File: src/rtl/mem_dbus_ctrl_if.sv
// Request/acknowledge data bus between the memory-stage controller and data memory.
// Big-endian byte lanes; the master holds the request fields stable until ack.
interface mem_dbus_ctrl_if;
    logic        req;
    logic        we;
    logic [31:0] addr;
    logic [3:0]  sel;
    logic [31:0] wdata;
    logic [31:0] rdata;
    logic        ack;

    modport master (output req, we, addr, sel, wdata, input rdata, ack);
    modport slave  (input req, we, addr, sel, wdata, output rdata, ack);
endinterface

File: src/rtl/mem_dbus_ctrl.sv
// Memory-stage data-bus controller: issues load/store/LL/SC on the data bus, stalls the
// pipeline while a transaction is outstanding and builds the MEM/WB write-back fields.
//
// state | meaning
// IDLE  | ops pass through; aligned memory ops issue a bus request
// BUSY  | request outstanding; waits for ack or timeout
// DONE  | write-back fields come from the result registers
// DRAIN | flushed while busy; finish the bus cycle, discard the data
module mem_dbus_ctrl #(
    parameter int ACK_TIMEOUT = 0
) (
    input  logic        clk,
    input  logic        rst,
    input  logic [5:0]  stall,
    input  logic        flush,
    input  logic [3:0]  mem_op,
    input  logic [31:0] mem_addr,
    input  logic [31:0] mem_reg2,
    input  logic [4:0]  mem_waddr_i,
    input  logic        mem_we_i,
    input  logic [31:0] mem_wdata_i,
    input  logic        llbit_i,
    output logic [4:0]  mem_waddr_o,
    output logic        mem_we_o,
    output logic [31:0] mem_wdata_o,
    output logic        mem_LLbit_we_o,
    output logic        mem_LLbit_value_o,
    output logic        stallreq,
    output logic        exc_adel,
    output logic        exc_ades,
    output logic        bus_err,
    mem_dbus_ctrl_if.master dbus
);
    localparam logic [3:0] OP_LB = 4'd1, OP_LBU = 4'd2, OP_LH = 4'd3, OP_LHU = 4'd4,
                           OP_LW = 4'd5, OP_SB = 4'd6, OP_SH = 4'd7, OP_SW = 4'd8,
                           OP_LL = 4'd9, OP_SC = 4'd10;
    localparam int            CW   = $clog2(ACK_TIMEOUT + 2);
    localparam logic [CW-1:0] TLIM = CW'(ACK_TIMEOUT);

    typedef enum logic [1:0] {IDLE, BUSY, DONE, DRAIN} state_t;
    state_t state, state_nxt;

    logic          is_load, is_store, is_byte, is_half, misalign, is_mem;
    logic [3:0]    sel_c;
    logic [31:0]   wdata_c;
    logic          issue, ack_v, timeout, pending;
    logic [CW-1:0] cnt, cnt_inc;
    logic [3:0]    r_op;
    logic [1:0]    r_off;
    logic [4:0]    r_waddr;
    logic          r_we;
    logic          res_we, res_ll_we, res_ll_val;
    logic [31:0]   res_wdata;
    logic [7:0]    rd_byte;
    logic [15:0]   rd_half;
    logic [31:0]   load_val;
    logic          unused_stall;

    // Only the MEM-stage bit of the stall vector matters here.
    assign unused_stall = ^{stall[5], stall[3:0]};

    always_comb begin
        is_load  = (mem_op >= OP_LB && mem_op <= OP_LW) || mem_op == OP_LL;
        is_store = (mem_op >= OP_SB && mem_op <= OP_SW) || mem_op == OP_SC;
        is_byte  = mem_op == OP_LB || mem_op == OP_LBU || mem_op == OP_SB;
        is_half  = mem_op == OP_LH || mem_op == OP_LHU || mem_op == OP_SH;
        is_mem   = is_load || is_store;
        if (is_byte) begin
            sel_c   = 4'b1000 >> mem_addr[1:0];
            wdata_c = {4{mem_reg2[7:0]}};
        end else if (is_half) begin
            sel_c   = mem_addr[1] ? 4'b0011 : 4'b1100;
            wdata_c = {2{mem_reg2[15:0]}};
        end else begin
            sel_c   = 4'b1111;
            wdata_c = mem_reg2;
        end
        misalign = (is_half && mem_addr[0]) ||
                   (!is_byte && !is_half && mem_addr[1:0] != 2'b00);
    end

    always_comb begin
        case (r_off)
            2'd0:    rd_byte = dbus.rdata[31:24];
            2'd1:    rd_byte = dbus.rdata[23:16];
            2'd2:    rd_byte = dbus.rdata[15:8];
            default: rd_byte = dbus.rdata[7:0];
        endcase
        rd_half = r_off[1] ? dbus.rdata[15:0] : dbus.rdata[31:16];
        case (r_op)
            OP_LB:   load_val = {{24{rd_byte[7]}}, rd_byte};
            OP_LBU:  load_val = {24'h0, rd_byte};
            OP_LH:   load_val = {{16{rd_half[15]}}, rd_half};
            OP_LHU:  load_val = {16'h0, rd_half};
            default: load_val = dbus.rdata;
        endcase
    end

    assign cnt_inc = cnt + CW'(1);
    assign ack_v   = dbus.ack && dbus.req;
    assign timeout = (ACK_TIMEOUT > 0) && (cnt_inc == TLIM);
    assign pending = state == BUSY || state == DRAIN;

    always_ff @(posedge clk or negedge rst) begin
        if (!rst) state <= IDLE;
        else      state <= state_nxt;
    end

    always_comb begin
        state_nxt         = state;
        issue             = 1'b0;
        stallreq          = 1'b0;
        exc_adel          = 1'b0;
        exc_ades          = 1'b0;
        mem_waddr_o       = mem_waddr_i;
        mem_we_o          = mem_we_i;
        mem_wdata_o       = mem_wdata_i;
        mem_LLbit_we_o    = 1'b0;
        mem_LLbit_value_o = 1'b0;
        case (state)
            IDLE: begin
                if (is_mem && misalign) begin
                    exc_adel = is_load;
                    exc_ades = is_store;
                    mem_we_o = 1'b0;
                end else if (mem_op == OP_SC && !llbit_i) begin
                    mem_we_o    = 1'b1;
                    mem_wdata_o = 32'h0;
                end else if (is_mem) begin
                    mem_we_o = 1'b0;
                    if (!flush) begin
                        stallreq  = 1'b1;
                        issue     = 1'b1;
                        state_nxt = BUSY;
                    end
                end
            end
            BUSY: begin
                stallreq = 1'b1;
                mem_we_o = 1'b0;
                if (ack_v || timeout) state_nxt = flush ? IDLE : DONE;
                else if (flush)       state_nxt = DRAIN;
            end
            DRAIN: begin
                stallreq = 1'b1;
                mem_we_o = 1'b0;
                if (ack_v || timeout) state_nxt = IDLE;
            end
            default: begin
                mem_waddr_o       = r_waddr;
                mem_we_o          = res_we && !flush;
                mem_wdata_o       = res_wdata;
                mem_LLbit_we_o    = res_ll_we && !flush;
                mem_LLbit_value_o = res_ll_val;
                if (flush || !stall[4]) state_nxt = IDLE;
            end
        endcase
    end

    always_ff @(posedge clk or negedge rst) begin
        if (!rst) begin
            dbus.req   <= 1'b0;
            dbus.we    <= 1'b0;
            dbus.addr  <= 32'h0;
            dbus.sel   <= 4'h0;
            dbus.wdata <= 32'h0;
            cnt        <= '0;
            bus_err    <= 1'b0;
            r_op       <= 4'h0;
            r_off      <= 2'b00;
            r_waddr    <= 5'h0;
            r_we       <= 1'b0;
            res_we     <= 1'b0;
            res_wdata  <= 32'h0;
            res_ll_we  <= 1'b0;
            res_ll_val <= 1'b0;
        end else begin
            bus_err <= 1'b0;
            if (issue) begin
                dbus.req   <= 1'b1;
                dbus.we    <= is_store;
                dbus.addr  <= {mem_addr[31:2], 2'b00};
                dbus.sel   <= sel_c;
                dbus.wdata <= wdata_c;
                cnt        <= '0;
                r_op       <= mem_op;
                r_off      <= mem_addr[1:0];
                r_waddr    <= mem_waddr_i;
                r_we       <= mem_we_i;
            end else if (pending) begin
                if (ack_v) begin
                    dbus.req <= 1'b0;
                end else if (timeout) begin
                    dbus.req <= 1'b0;
                    bus_err  <= 1'b1;
                end else begin
                    cnt <= cnt_inc;
                end
            end
            // Result registers only matter when BUSY goes on to DONE.
            if (state == BUSY && ack_v) begin
                res_ll_val <= r_op == OP_LL;
                res_ll_we  <= r_op == OP_LL || r_op == OP_SC;
                if (r_op == OP_SC) begin
                    res_we    <= 1'b1;
                    res_wdata <= 32'h1;
                end else begin
                    res_we    <= r_we && !(r_op >= OP_SB && r_op <= OP_SW);
                    res_wdata <= load_val;
                end
            end else if (state == BUSY && timeout) begin
                res_we    <= 1'b0;
                res_ll_we <= 1'b0;
            end
        end
    end
endmodule
File: src/flat_wrapper.sv
// flat-port wrapper written by rule: the top's interface ports become plain ports
module mem_dbus_ctrl_flat 
#(
    parameter int ACK_TIMEOUT = 0
)
  (clk, rst, stall, flush, mem_op, mem_addr, mem_reg2, mem_waddr_i, mem_we_i, mem_wdata_i, llbit_i, mem_waddr_o, mem_we_o, mem_wdata_o, mem_LLbit_we_o, mem_LLbit_value_o, stallreq, exc_adel, exc_ades, bus_err, dbus_req, dbus_we, dbus_addr, dbus_sel, dbus_wdata, dbus_rdata, dbus_ack);
  mem_dbus_ctrl_if dbus_i ();
  input  logic clk;
  input  logic rst;
  input  logic [5:0] stall;
  input  logic flush;
  input  logic [3:0] mem_op;
  input  logic [31:0] mem_addr;
  input  logic [31:0] mem_reg2;
  input  logic [4:0] mem_waddr_i;
  input  logic mem_we_i;
  input  logic [31:0] mem_wdata_i;
  input  logic llbit_i;
  output logic [4:0] mem_waddr_o;
  output logic mem_we_o;
  output logic [31:0] mem_wdata_o;
  output logic mem_LLbit_we_o;
  output logic mem_LLbit_value_o;
  output logic stallreq;
  output logic exc_adel;
  output logic exc_ades;
  output logic bus_err;
  output wire logic [$bits(dbus_i.req)-1:0] dbus_req;
  output wire logic [$bits(dbus_i.we)-1:0] dbus_we;
  output wire logic [$bits(dbus_i.addr)-1:0] dbus_addr;
  output wire logic [$bits(dbus_i.sel)-1:0] dbus_sel;
  output wire logic [$bits(dbus_i.wdata)-1:0] dbus_wdata;
  input wire logic [$bits(dbus_i.rdata)-1:0] dbus_rdata;
  input wire logic [$bits(dbus_i.ack)-1:0] dbus_ack;
  assign dbus_req = dbus_i.req;
  assign dbus_we = dbus_i.we;
  assign dbus_addr = dbus_i.addr;
  assign dbus_sel = dbus_i.sel;
  assign dbus_wdata = dbus_i.wdata;
  assign dbus_i.rdata = dbus_rdata;
  assign dbus_i.ack = dbus_ack;
  mem_dbus_ctrl #(.ACK_TIMEOUT(ACK_TIMEOUT)) u_core (.clk(clk), .rst(rst), .stall(stall), .flush(flush), .mem_op(mem_op), .mem_addr(mem_addr), .mem_reg2(mem_reg2), .mem_waddr_i(mem_waddr_i), .mem_we_i(mem_we_i), .mem_wdata_i(mem_wdata_i), .llbit_i(llbit_i), .mem_waddr_o(mem_waddr_o), .mem_we_o(mem_we_o), .mem_wdata_o(mem_wdata_o), .mem_LLbit_we_o(mem_LLbit_we_o), .mem_LLbit_value_o(mem_LLbit_value_o), .stallreq(stallreq), .exc_adel(exc_adel), .exc_ades(exc_ades), .bus_err(bus_err), .dbus(dbus_i));
endmodule
File: config.mk
export PLATFORM = sky130hd
export DESIGN_NAME = mem_dbus_ctrl_flat
export DESIGN_NICKNAME = d
export VERILOG_FILES = /design/src/rtl/mem_dbus_ctrl_if.sv /design/src/rtl/mem_dbus_ctrl.sv /design/src/flat_wrapper.sv
export SDC_FILE = /design/constraint.sdc
export NUM_CORES = 1
export LEC_CHECK = 0
export CORE_MARGIN = 3
export CORE_UTILIZATION = 44
export CTS_CLUSTER_DIAMETER = 150
export DETAILED_ROUTE_END_ITERATION = 12
export PLACE_DENSITY = 0.78
export SLEW_MARGIN = 20
export SYNTH_ARGS = -nofsm -noshare
export SYNTH_HDL_FRONTEND = slang
export SYNTH_SLANG_ARGS = --single-unit
export TNS_END_PERCENT = 100
File: constraint.sdc
create_clock -name clk -period 2.3 [get_ports clk]
set_input_delay 0.23 -clock clk [delete_from_list [all_inputs] [get_ports clk]]
set_output_delay 0.23 -clock clk [all_outputs]
set_load 0.005 [all_outputs]
=== Word-level counts from Yosys, hierarchy flattened ===
Cells that the tools add are included.

* Bits in registers: 117
* Input bits: 149
* Output and inout port bits: 114
* Word-level logic and storage cells: 128

* Magnitude comparators: 6
* Equality and inequality tests: 24
* Shift-type cells: 1
* Mux-type cells: 43
* Reduce and logical (&&, ||, !) cells: 40

{| class="wikitable"
|+ Operators with widths
! cell !! count
|-
| 32-bit two-way mux || 5
|-
| 32-bit case mux with 4 select lines || 1
|-
| 32-bit case mux with 2 select lines || 1
|-
| 8-bit case mux with 3 select lines || 1
|-
| 1-bit two-way mux || 18
|-
| 2-bit two-way mux || 9
|-
| 4-bit by 2-bit == test with 1-bit output (second input constant) || 4
|-
| 4-bit by 3-bit == test with 1-bit output (second input constant) || 4
|-
| 4-bit == test (second input constant) || 4
|-
| 16-bit two-way mux || 1
|-
| 1-bit logical AND || 13
|-
| 4-bit two-way mux || 3
|-
| 1-bit logical OR || 11
|-
| 4-bit by 1-bit == test with 1-bit output (second input constant) || 2
|-
| 4-bit by 3-bit greater-or-equal comparator with 1-bit output (second input constant) || 2
|-
| 4-bit less-or-equal comparator (second input constant) || 2
|-
| 7-bit AND reduction || 1
|-
| 1-bit logical NOT || 6
|-
| 2-bit != test (second input constant) || 3
|-
| 2-bit case mux with 3 select lines || 1
|-
| 2-bit nonzero test || 3
|-
| 5-bit two-way mux || 1
|-
| 2-bit by 1-bit == test with 1-bit output (second input constant) || 2
|-
| 2-bit == test (second input constant) || 2
|-
| other kinds (11) || 14
|}

=== Depth between registers and ports, before layout ===
Gate-level depths: netlist (run 1).

* Depth in word-level cells: 12
* Gate-level depth with buffers: 8
* Mapped depth without buffers: 5

=== Least setup slack after synthesis (run 1) ===
No wires, ideal clock.

* Path type: input to register
* Start point: input port mem_op[0]
* End point: register u_core.dbus.wdata[17]
* Arrival: 1.715 ns
* Data required time: 2.175 ns
* Setup slack: 0.460 ns
* Cell stages on the path: 6
* Path buffers: 2
* Cell sequence: buf_2 or3b_1 a41oi_2 buf_6 mux2_2 mux2_2

* Word-level cells in the longest chain between the ends: 10
* Elaborated cells between the ends (all ways): 35
* Those cells by class: order compare: 4; eq/ne: 8; mux: 6; reduce/logical: 17

{| class="wikitable"
|+ Ends and longest elaborated chain
! element !! RTL line !! text
|-
| start: declaration || flat_wrapper.sv:12 || <nowiki>input logic [3:0] mem_op;</nowiki>
|-
| parallel branches: the longest is 10 deep, another holds 4-bit by 1-bit greater-or-equal comparator with 1-bit output || n/a ||
|-
| end signal: assignment || mem_dbus_ctrl.sv:184 || <nowiki>dbus.wdata <= wdata_c;</nowiki>
|-
| end: declaration || mem_dbus_ctrl_if.sv:12 || <nowiki>modport master (output req, we, addr, sel, wdata, input rdata, ack);</nowiki>
|}

Several ways; the timed one is not identified.
A chain may end at the register's enable or synchronous reset.

=== Worst setup path in the final report (run 1) ===
* Start point: input port llbit_i
* End point: output port mem_wdata_o[16]

* Word-level cells in the longest chain between the ends: 5

{| class="wikitable"
|+ Ends and longest elaborated chain
! element !! RTL line !! text
|-
| start: declaration || flat_wrapper.sv:18 || <nowiki>input logic llbit_i;</nowiki>
|-
| 1-bit logical NOT || mem_dbus_ctrl.sv:126 || <nowiki>end else if (mem_op == OP_SC && !llbit_i) begin</nowiki>
|-
| 1-bit logical AND || mem_dbus_ctrl.sv:126 ||
|-
| 32-bit two-way mux || mem_dbus_ctrl.sv:126 ||
|-
| 32-bit two-way mux || mem_dbus_ctrl.sv:122 || <nowiki>if (is_mem && misalign) begin</nowiki>
|-
| 32-bit case mux with 2 select lines || mem_dbus_ctrl.sv:120 || <nowiki>case (state)</nowiki>
|-
| end: declaration || flat_wrapper.sv:21 || <nowiki>output logic [31:0] mem_wdata_o;</nowiki>
|}

Every way passes these cells.

==> results of run 1 <==
-- state kept, by name, summed over array words and instances, names as in the netlist --
signal,cells
u_core.dbus.addr,30
u_core.dbus.req,1
u_core.dbus.sel,4
u_core.dbus.wdata,32
u_core.dbus.we,1
u_core.r_off,2
u_core.r_op,4
u_core.r_waddr,5
u_core.r_we,1
u_core.res_ll_val,1
u_core.res_ll_we,1
u_core.res_wdata,32
u_core.res_we,1
u_core.state,2
-- metal layers --
| metal | GRT usage | up-vias |
|---|---|---|
| li1 | - | 2725 |
| met1 | 0.305 | 2878 |
| met3 | 0.102 | 49 |
| met4 | 0.106 | 0 |
| met2 | 0.457 | 333 |
| met5 | 0 | - |
-- where the power goes --
| part | switching (mW) | total, mW | internal [mW] |
|---|---|---|---|
| Combinational | 2.32 | 5.54 | 3.22 |
| Sequential | 0.686 | 3.75 | 3.07 |
| Clock | 0.997 | 2.60 | 1.60 |
| Total | 4.00 | 11.9 | 7.89 |
-- cells by family after synthesis --
group | count (synthesis) | share of synthesized area
flops | 117 | 0.458
mux | 117 | 0.216
simple gates | 144 | 0.110
xor+xnor | 1 | 0.00137
buf+inv | 65 | 0.0579
other cells | 1 | 0.000586
compound gates | 148 | 0.157
-- worst max path at each step --
stage	start	cells after the start	slack, ns	to
after floorplan	mem_op[0]	6	0.46	u_core.dbus.wdata[17]
after global placement	mem_op[3]	7	-0.27	mem_we_o
after detailed placement	mem_op[3]	8	-0.31	mem_wdata_o[11]
after CTS	mem_addr[1]	9	-0.10	mem_wdata_o[26]
after global routing	llbit_i	9	-0.003	mem_wdata_o[16]
final	llbit_i	9	0.04	mem_wdata_o[16]
-- cell type report --
cell class / instances / area, um2 / area share
Clock inverter: 14 / 155 / 0.0155
Tap cell: 180 / 225 / 0.0225
Antenna cell: 2 / 5.00 / 0.000500
Timing Repair Buffer: 311 / 3020 / 0.302
Sequential cell: 117 / 2930 / 0.292
Inverter: 12 / 45.0 / 0.00450
Multi-Input combinational cell: 413 / 3210 / 0.320
Clock buffer: 18 / 429 / 0.0428
-- layout by cell type, fill, tap and decap left out, drive strengths merged, types with 5 or more instances in the layout --
master           n
clkdlybuf4s50  210
dfrtp          117
mux2            91
o21ai           59
buf             57
nand2           54
a22o            34
dlygate4sd2     32
nor2            30
clkbuf          22
mux2i           19
inv             14
or3             12
o22ai           11
nand2b          10
a21oi           10
nand3            9
mux4             7
dlymetal6s2s     7
a41oi            7
a21o             5
clkinvlp         5
nor2b            5
clkinv           5
nor3b            5
nor4             5
-- critical path: stages --
cell and delay [ns]:
clkdlybuf4s50_1 0.43, nand3b_1 0.21, a31oi_4 0.22, o21bai_4 0.09, buf_4 0.14, buf_6 0.11, buf_12 0.14, a22o_1 0.20
dlygate4sd2_1 0.26
-- Yosys cell counts (6+ instances only) --
master    instances
dfrtp_1         117
o21ai_0          53
a21oi_1           8
nand2b_1         10
o22ai_1          11
or3_1            12
buf_6            12
inv_1            12
nand3_1           9
a22o_1           34
nor2_1           30
mux2_1           25
o21ai_1           6
a41oi_1           6
mux2_2           64
nand2_1          54
buf_2            16
clkbuf_1         20
mux2i_1          19
mux4_2            7
-- metrics by stage --
step                 util  setup slack [ns]  hold slack [ns]  TNS (ns)
finish              0.713            0.0427            0.266         0
global route        0.713          -0.00344            0.264  -0.00344
CTS                 0.711            -0.105            0.259    -0.208
detailed placement  0.660            -0.309            0.159    -16.70
global placement    0.660            -0.271            0.156     -9.92
floorplan               -             0.460          -0.0656         0
-- what timing repair did --
action | in CTS | in global routing
pin swaps | 2 | 5
buffers inserted | 7 | 4
cloned | 1 | 0
endpoints found under the setup margin | 43 | 55
resized for setup | 52 | 20
hold buffers | 1 | 0
endpoints found under the hold margin | 21 | 0
==> results.json, run 1 <==
{
  "synth_edf_count": 0,
  "r2r_start": "u_core.r_off[0]",
  "clkTransAtPathRegs_ns": 0.06,
  "grt_pass1_wl_um": 34000,
  "fin_skew_ns": 0.00578,
  "syn-instance-count": 593,
  "ant_nets": 0,
  "place_inst": 1021,
  "chipHeight_um": 127,
  "htreeDepth": 4,
  "fill_cells": 1009,
  "cp-end-kind": "output port",
  "grt_pass1_vias": 6513,
  "cp.required_ns": 2.07,
  "design_area_um2": 10000,
  "dpl.hpwl_um": 15600,
  "powerDensity_nw_per_um2": 1190,
  "yosysTopAreaCellShare": 0.458,
  "port_buffers": 254,
  "max-cap-violations": 0,
  "ys_warn_count": 0,
  "vias": 5985,
  "min_period_ns": 2.26,
  "die_w_um": 127,
  "rr_endpoint": "u_core.res_wdata[18]",
  "relSlewSlack": 0.639,
  "die_area_um2": 16000,
  "grt_start_max_net_pins": 56,
  "critPathMaxFanout": 16,
  "drc": 0,
  "max-clock-path-buffers": 2,
  "avgRoutedWirePerCell_um": 20.0,
  "grt_util_all_layers": 0.269,
  "reg2reg_depth": 6,
  "fin_cells": 1067,
  "routed_via_density": 5.61,
  "finalSetupViolCount": 0,
  "startpoint_type": "input pin",
  "p_leak_nw": 4.37,
  "highest_layer": "met4",
  "synth-seq-cells": 117,
  "route.met3.wl_um": 2210,
  "initial_core_util": 0.456,
  "synth_cell_types": 55,
  "top_level_ports": 263,
  "slew_viol_final": 0,
  "max_freq_mhz": 443,
  "row_count": 43,
  "clock_sinks": 117,
  "tightest_slew_ns": 0.541,
  "hold_viol_final": 0,
  "syn-cell-area_um2": 6400,
  "cts_tree": "yes",
  "status": "finished, final reports clean",
  "synth-main-ff-cell": "dfrtp_1",
  "period_share": 0.981,
  "async_reset_ff_frac": 1.00,
  "first_pass_iters": 5,
  "wl_met2_um": 10600,
  "wirelength_met1_um": 7870,
  "fin_total_pwr_mw": 11.9,
  "nNetsFinal": 1021,
  "numCtsBuffers": 17,
  "core_area_um2": 14000,
  "worst_ep_arrival_time_ns": 2.03,
  "antenna_found_initial": 2,
  "hold_path.class": "input pin to async pin",
  "clock_latency_ns": 0.41,
  "synth_top_cells_by_area": "dfrtp_1, mux2_2, a22o_1",
  "placed_area_um2": 9260,
  "areaGrowthSynthToFinish_pct": 56.6,
  "yosysTopAreaCell": "dfrtp_1",
  "yosysSeqAreaShare": 0.458,
  "drt_iter0_markers": 404,
  "wirelength_um": 21300,
  "gp_congestion": 0.974,
  "avgSynthCellArea_um2": 10.8,
  "drive_above_1_share": 0.209,
  "clockRootBuffer": "clkbuf_16",
  "crit_type": "input pin to output port",
  "rrSetupSlack_ns": 0.29,
  "ir_drop_mv": 0.790,
  "grt-ovfl-total": 0
}
(Power assumes the default switching activity.)
==> inputs of run 2 (changes only) <==
--- a/config.mk
+++ b/config.mk
@@ -5,12 +5,13 @@
 export SDC_FILE = /design/constraint.sdc
 export NUM_CORES = 1
 export LEC_CHECK = 0
+export ABC_AREA = 1
 export CORE_MARGIN = 3
 export CORE_UTILIZATION = 44
 export CTS_CLUSTER_DIAMETER = 150
 export DETAILED_ROUTE_END_ITERATION = 12
 export PLACE_DENSITY = 0.78
-export SLEW_MARGIN = 20
+export SLEW_MARGIN = 10
 export SYNTH_ARGS = -nofsm -noshare
 export SYNTH_HDL_FRONTEND = slang
 export SYNTH_SLANG_ARGS = --single-unit
==> run 2 against run 1 <==
Highest routed layer unchanged. Critical path type is now flop to output port. Setup slack better by 0.032 ns. Worst hold slack worse by 0.10 ns. Sequential share of layout area is 0.48 points lower. Core utilization is 1.2 points higher. Global-route usage is 0.75 points higher. Wire length is 3.7% higher. Final area is 1.6% higher. Sequential cell count stayed put. Total power is 1.0% higher. Maximum frequency is 1.4% higher. First-iteration DRC count is 34% higher.
==> results.json, run 2 <==
{
  "finalSetupViolCount": 0,
  "num_antenna_cells": 0,
  "hold_path.class": "input pin to flop",
  "routed_via_density": 5.07,
  "pre_cts_slack_ns": -0.330,
  "vias": 6935,
  "min_to": "u_core.r_op[2]",
  "rr_endpoint": "u_core.res_wdata[28]",
  "multi_input_area_um2": 2960,
  "worstHoldStart": "mem_op[2]",
  "seqCellArea_um2": 2930,
  "busiest_layer": "met2",
  "hold_depth": 3,
  "synth_most_common_cell": "nand2_1",
  "antenna_found_initial": 0,
  "worst_slack_ns": 0.0746,
  "ir_drop_mv": 0.719,
  "drt_iter0_markers": 543,
  "initial_core_util": 0.456,
  "port_buffers": 254,
  "reg.largest.list": "u_core.dbus.wdata: 32 flops, u_core.res_wdata: 32 flops, u_core.dbus.addr: 30 flops",
  "worst_ep_arrival_time_ns": 2.00,
  "rrSetupSlack_ns": 0.17,
  "drc": 0,
  "die_area_um2": 16000,
  "fill_cells": 1158,
  "met1_usage": 0.321,
  "nNetsFinal": 1326,
  "fin_total_pwr_mw": 12.0,
  "max-cap-violations": 0,
  "groute.layer.met2.usage": 0.469,
  "avgRoutedWirePerCell_um": 16.2,
  "cp-end-kind": "output port",
  "row_count": 43,
  "reg2reg_depth": 8,
  "grt_util_all_layers": 0.276,
  "grt.met3_usage": 0.0956,
  "grt_start_max_net_pins": 51,
  "tightest_slew_ns": 0.670,
  "clock_sinks": 117,
  "status": "finished, final reports clean",
  "synth-seq-cells": 117,
  "layout_common_cells": "nand2_1, clkdlybuf4s50_1, o21ai_0, dfrtp_1, inv_1",
  "min_period_ns": 2.23,
  "grt-ovfl-total": 0,
  "die_w_um": 127,
  "ys_warn_count": 0,
  "synth_cell_types": 32,
  "first_pass_iters": 5,
  "drive_above_1_share": 0.0993,
  "r2r_start": "u_core.r_off[1]",
  "htreeDepth": 4,
  "top_level_ports": 263,
  "crit_start": "u_core.state[0]",
  "startpoint_type": "flop",
  "areaGrowthSynthToFinish_pct": 59.1,
  "place_inst": 1320,
  "yosys-top-cells-count": "nand2_1, dfrtp_1, o21ai_0",
  "async_reset_ff_frac": 1.00,
  "yosysTopAreaCellShare": 0.458,
  "final_common_cell": "nand2_1",
  "max-clock-path-buffers": 2,
  "clockRootBuffer": "clkbuf_16",
  "fin_cells": 1368,
  "core_area_um2": 14000,
  "syn-instance-count": 894,
  "avgSynthCellArea_um2": 7.16,
  "synth-main-ff-cell": "dfrtp_1",
  "chipHeight_um": 127,
  "hold_viol_final": 0,
  "clkTransAtPathRegs_ns": 0.05,
  "grt_pass1_wl_um": 35100,
  "wirelength_um": 22100,
  "powerDensity_nw_per_um2": 1180,
  "synth_edf_count": 0,
  "design_area_um2": 10200,
  "relSlewSlack": 0.551,
  "critPathMaxFanout": 15,
  "numCtsBuffers": 17,
  "holdWs_ns": 0.164,
  "synth_top_cells_by_area": "dfrtp_1, nand2_1, o21ai_0",
  "ant_nets": 0,
  "period_share": 0.968,
  "crit_type": "flop to output port",
  "max_freq_mhz": 449,
  "yosysTopAreaCell": "dfrtp_1",
  "dpl.hpwl_um": 15700,
  "cts_tree": "yes",
  "cp.required_ns": 2.07,
  "fin_skew_ns": 0.0100,
  "gp_congestion": 0.943,
  "rsz0062_at_grt": "true",
  "syn-cell-area_um2": 6400,
  "grt_pass1_vias": 7030,
  "slew_viol_final": 0,
  "clock_latency_ns": 0.41,
  "p_leak_nw": 5.14,
  "placed_area_um2": 9260,
  "yosysSeqAreaShare": 0.458
}
run 2: worst max-delay path by stage:
stage,end,cells after the start
floorplan,mem_LLbit_we_o,4
global placement,mem_wdata_o[1],10
detailed placement,mem_wdata_o[23],10
CTS,mem_waddr_o[0],6
global route,mem_wdata_o[5],8
finish,mem_wdata_o[7],8
run 2: kinds of logic (layout without fill, tap and decap cells):
| kind of cell | Yosys count | count (layout) | share of synthesized area |
|---|---|---|---|
| compound gates | 175 | 175 | 0.151 |
| xor+xnor | 1 | 1 | 0.00137 |
| buf+inv | 126 | 418 | 0.0921 |
| flops | 117 | 117 | 0.458 |
| other cells | 1 | 3 | 0.000586 |
| simple gates | 474 | 474 | 0.298 |
run 2: what timing repair did:
item | 4_1_cts | 5_1_grt
setup endpoints to repair | 37 | 36
cloned | 2 | 1
hold buffers | 1 | 0
pin swaps | 3 | 4
hold endpoints to repair | 32 | 0
setup buffers | 7 | 7
resized for setup | 36 | 35
run 2: where the power goes:
group | switching [mW] | internal [mW] | total, mW | leakage, nW
combinational | 2.68 | 2.74 | 5.43 | 3.37
clock | 0.908 | 1.96 | 2.87 | 0.309
sequential | 0.663 | 3.05 | 3.71 | 1.46
total | 4.25 | 7.76 | 12.0 | 5.14
run 2: cell type report:
class	count	area share
multi-input cells	653	0.290
well taps	180	0.0221
flip-flops and latches	117	0.288
clock inverters	9	0.0173
clock buffers	21	0.0452
repair buffers	311	0.309
inverters	77	0.0289
run 2: metal layers:
layer | routed length, um | vias up
met5 | 0 | -
met4 | 663 | 0
met3 | 2110 | 43
met2 | 10900 | 310
met1 | 8460 | 3163
li1 | - | 3419
run 2: worst max-delay path, stage by stage (launching register included):
cell           delay (ns)
dfrtp_2              0.46
inv_2                0.14
nand3_4              0.17
buf_12               0.18
buf_16               0.14
buf_4                0.14
nand3_1              0.06
nand2_1              0.04
dlygate4sd2_1        0.25
run 2: stage by stage:
step           utilization  TNS (ns)
6_report             0.725         0
5_1_grt              0.725   -0.0149
4_1_cts              0.715   -0.0165
3_5_place_dp         0.660    -12.44
3_3_place_gp         0.660     -8.76
2_1_floorplan            -         0
==> inputs of run 3 (changes only) <==
--- a/config.mk
+++ b/config.mk
@@ -10,6 +10,7 @@
 export CORE_UTILIZATION = 44
 export CTS_CLUSTER_DIAMETER = 150
 export DETAILED_ROUTE_END_ITERATION = 12
+export GPL_ROUTABILITY_DRIVEN = 0
 export PLACE_DENSITY = 0.78
 export SLEW_MARGIN = 10
 export SYNTH_ARGS = -nofsm -noshare
==> run 3 against run 2 <==
Combinational power fell by 3%. Clock skew fell by 0.0048 ns. Count of clock-buffer cells in the layout fell by 2. Non-clock buffer count fell by 3. Sequential power barely moved. Critical path type is now input pin to output port. Largest power group unchanged.
==> results.json, run 3 (synthesis gave the netlist of run 2 again) <==
{
  "areaGrowthSynthToFinish_pct": 57.0,
  "r2r_start": "u_core.r_off[1]",
  "crit_type": "input pin to output port",
  "ant_nets": 0,
  "drt_iter0_markers": 756,
  "port_buffers": 254,
  "core_area_um2": 14000,
  "rrSetupSlack_ns": 0.30,
  "antenna_found_initial": 0,
  "numCtsBuffers": 17,
  "row_count": 43,
  "die_area_um2": 16000,
  "grt_pass1_vias": 6918,
  "critPathMaxFanout": 5,
  "reg2reg_depth": 8,
  "holdWs_ns": 0.187,
  "drc": 0,
  "min_period_ns": 2.26,
  "pre_cts_slack_ns": -0.318,
  "grt_util_all_layers": 0.277,
  "period_share": 0.982,
  "place_inst": 1320,
  "cp.required_ns": 2.07,
  "wirelength_um": 22000,
  "relSlewSlack": 0.536,
  "avgRoutedWirePerCell_um": 16.1,
  "nNetsFinal": 1323,
  "initial_core_util": 0.456,
  "hold_path.class": "input pin to flop",
  "clkTransAtPathRegs_ns": 0.05,
  "grt_pass1_wl_um": 35300,
  "hold_viol_final": 0,
  "fin_util": 0.715,
  "max-clock-path-buffers": 2,
  "p_leak_nw": 5.05,
  "fin_skew_ns": 0.00520,
  "layout_common_cells": "nand2_1, clkdlybuf4s50_1, o21ai_0, dfrtp_1, inv_1",
  "grt-ovfl-total": 0,
  "cts_tree": "yes",
  "chipHeight_um": 127,
  "final_common_cell": "nand2_1",
  "powerDensity_nw_per_um2": 1160,
  "rr_endpoint": "u_core.res_wdata[29]",
  "top_level_ports": 263,
  "htreeDepth": 4,
  "ir_drop_mv": 0.652,
  "first_pass_iters": 6,
  "tightest_slew_ns": 0.692,
  "max_freq_mhz": 443,
  "routed_via_density": 5.14,
  "reg.largest.list": "u_core.dbus.wdata: 32 flops, u_core.res_wdata: 32 flops, u_core.dbus.addr: 30 flops",
  "status": "finished, final reports clean",
  "fin_total_pwr_mw": 11.6,
  "clockRootBuffer": "clkbuf_16",
  "worst_slack_ns": 0.0424,
  "rsz0062_at_grt": "true",
  "grt_start_max_net_pins": 87,
  "num_antenna_cells": 0,
  "max-cap-violations": 0,
  "die_w_um": 127,
  "clock_sinks": 117,
  "cp-end-kind": "output port",
  "min_to": "u_core.r_op[1]",
  "finalSetupViolCount": 0,
  "clock_latency_ns": 0.42,
  "fin_cells": 1367,
  "slew_viol_final": 0,
  "drive_above_1_share": 0.0952,
  "dpl.hpwl_um": 15800,
  "vias": 7030,
  "startpoint_type": "input pin",
  "worst_ep_arrival_time_ns": 2.03,
  "hold_depth": 3,
  "worstHoldStart": "mem_op[1]"
}
-- run 3: cell type report --
class	instances	area, um2
fillers	1168	4000
clock inverters	13	158
well taps	180	225
repair buffers	308	3070
multi-input cells	653	2940
inverters	77	292
flip-flops and latches	117	2930
clock buffers	19	433
-- run 3: critical path: stages --
cell and delay, ns:
dlygate4sd2_1 0.25, buf_4 0.13, nand2_1 0.06, nand3_1 0.08
nand2_1 0.11, nor2_1 0.07, nor2_2 0.12, nand2_2 0.10
nand3_4 0.11, buf_12 0.14, nand3_1 0.06, nand2_1 0.06
clkdlybuf4s50_1 0.49
-- run 3: worst max path at each step --
stage,start,endpoint,slack [ns],cells past startpoint
2_1_floorplan,u_core.state[0],mem_LLbit_we_o,0.68,4
3_3_place_gp,mem_op[1],mem_wdata_o[1],-0.23,10
3_5_place_dp,mem_op[1],mem_wdata_o[2],-0.32,10
4_1_cts,mem_op[2],stallreq,0.007,14
5_1_grt,mem_op[2],mem_wdata_o[18],-0.07,15
6_report,mem_op[2],mem_wdata_o[21],0.04,13
-- run 3: repair_timing --
action	4_1_cts	5_1_grt
resized for setup	50	21
cloned	2	0
setup buffers	7	5
pin swaps	3	5
hold buffers	1	0
setup endpoints to repair	37	18
hold endpoints to repair	27	0
-- run 3: per-stage QoR --
step	TNS (ns)	area (um2)
6_report	0	10000
5_1_grt	-1.24	10000
4_1_cts	0	9960
3_5_place_dp	-14.16	9240
3_3_place_gp	-8.23	9240
2_1_floorplan	0	6410
-- run 3: routing by layer --
metal	vias up	part of all wire	wire [um]	track usage
met4	0	0.032	701	0.103
met2	339	0.49	10700	0.476
li1	3421	-	-	-
met1	3218	0.38	8420	0.320
met3	52	0.10	2210	0.0935
met5	-	0	0	0
-- run 3: power by group --
group	switching [mW]	internal, mW	leakage [nW]
sequential	0.639	3.05	1.46
combinational	2.66	2.61	3.31
clock	0.968	1.70	0.279
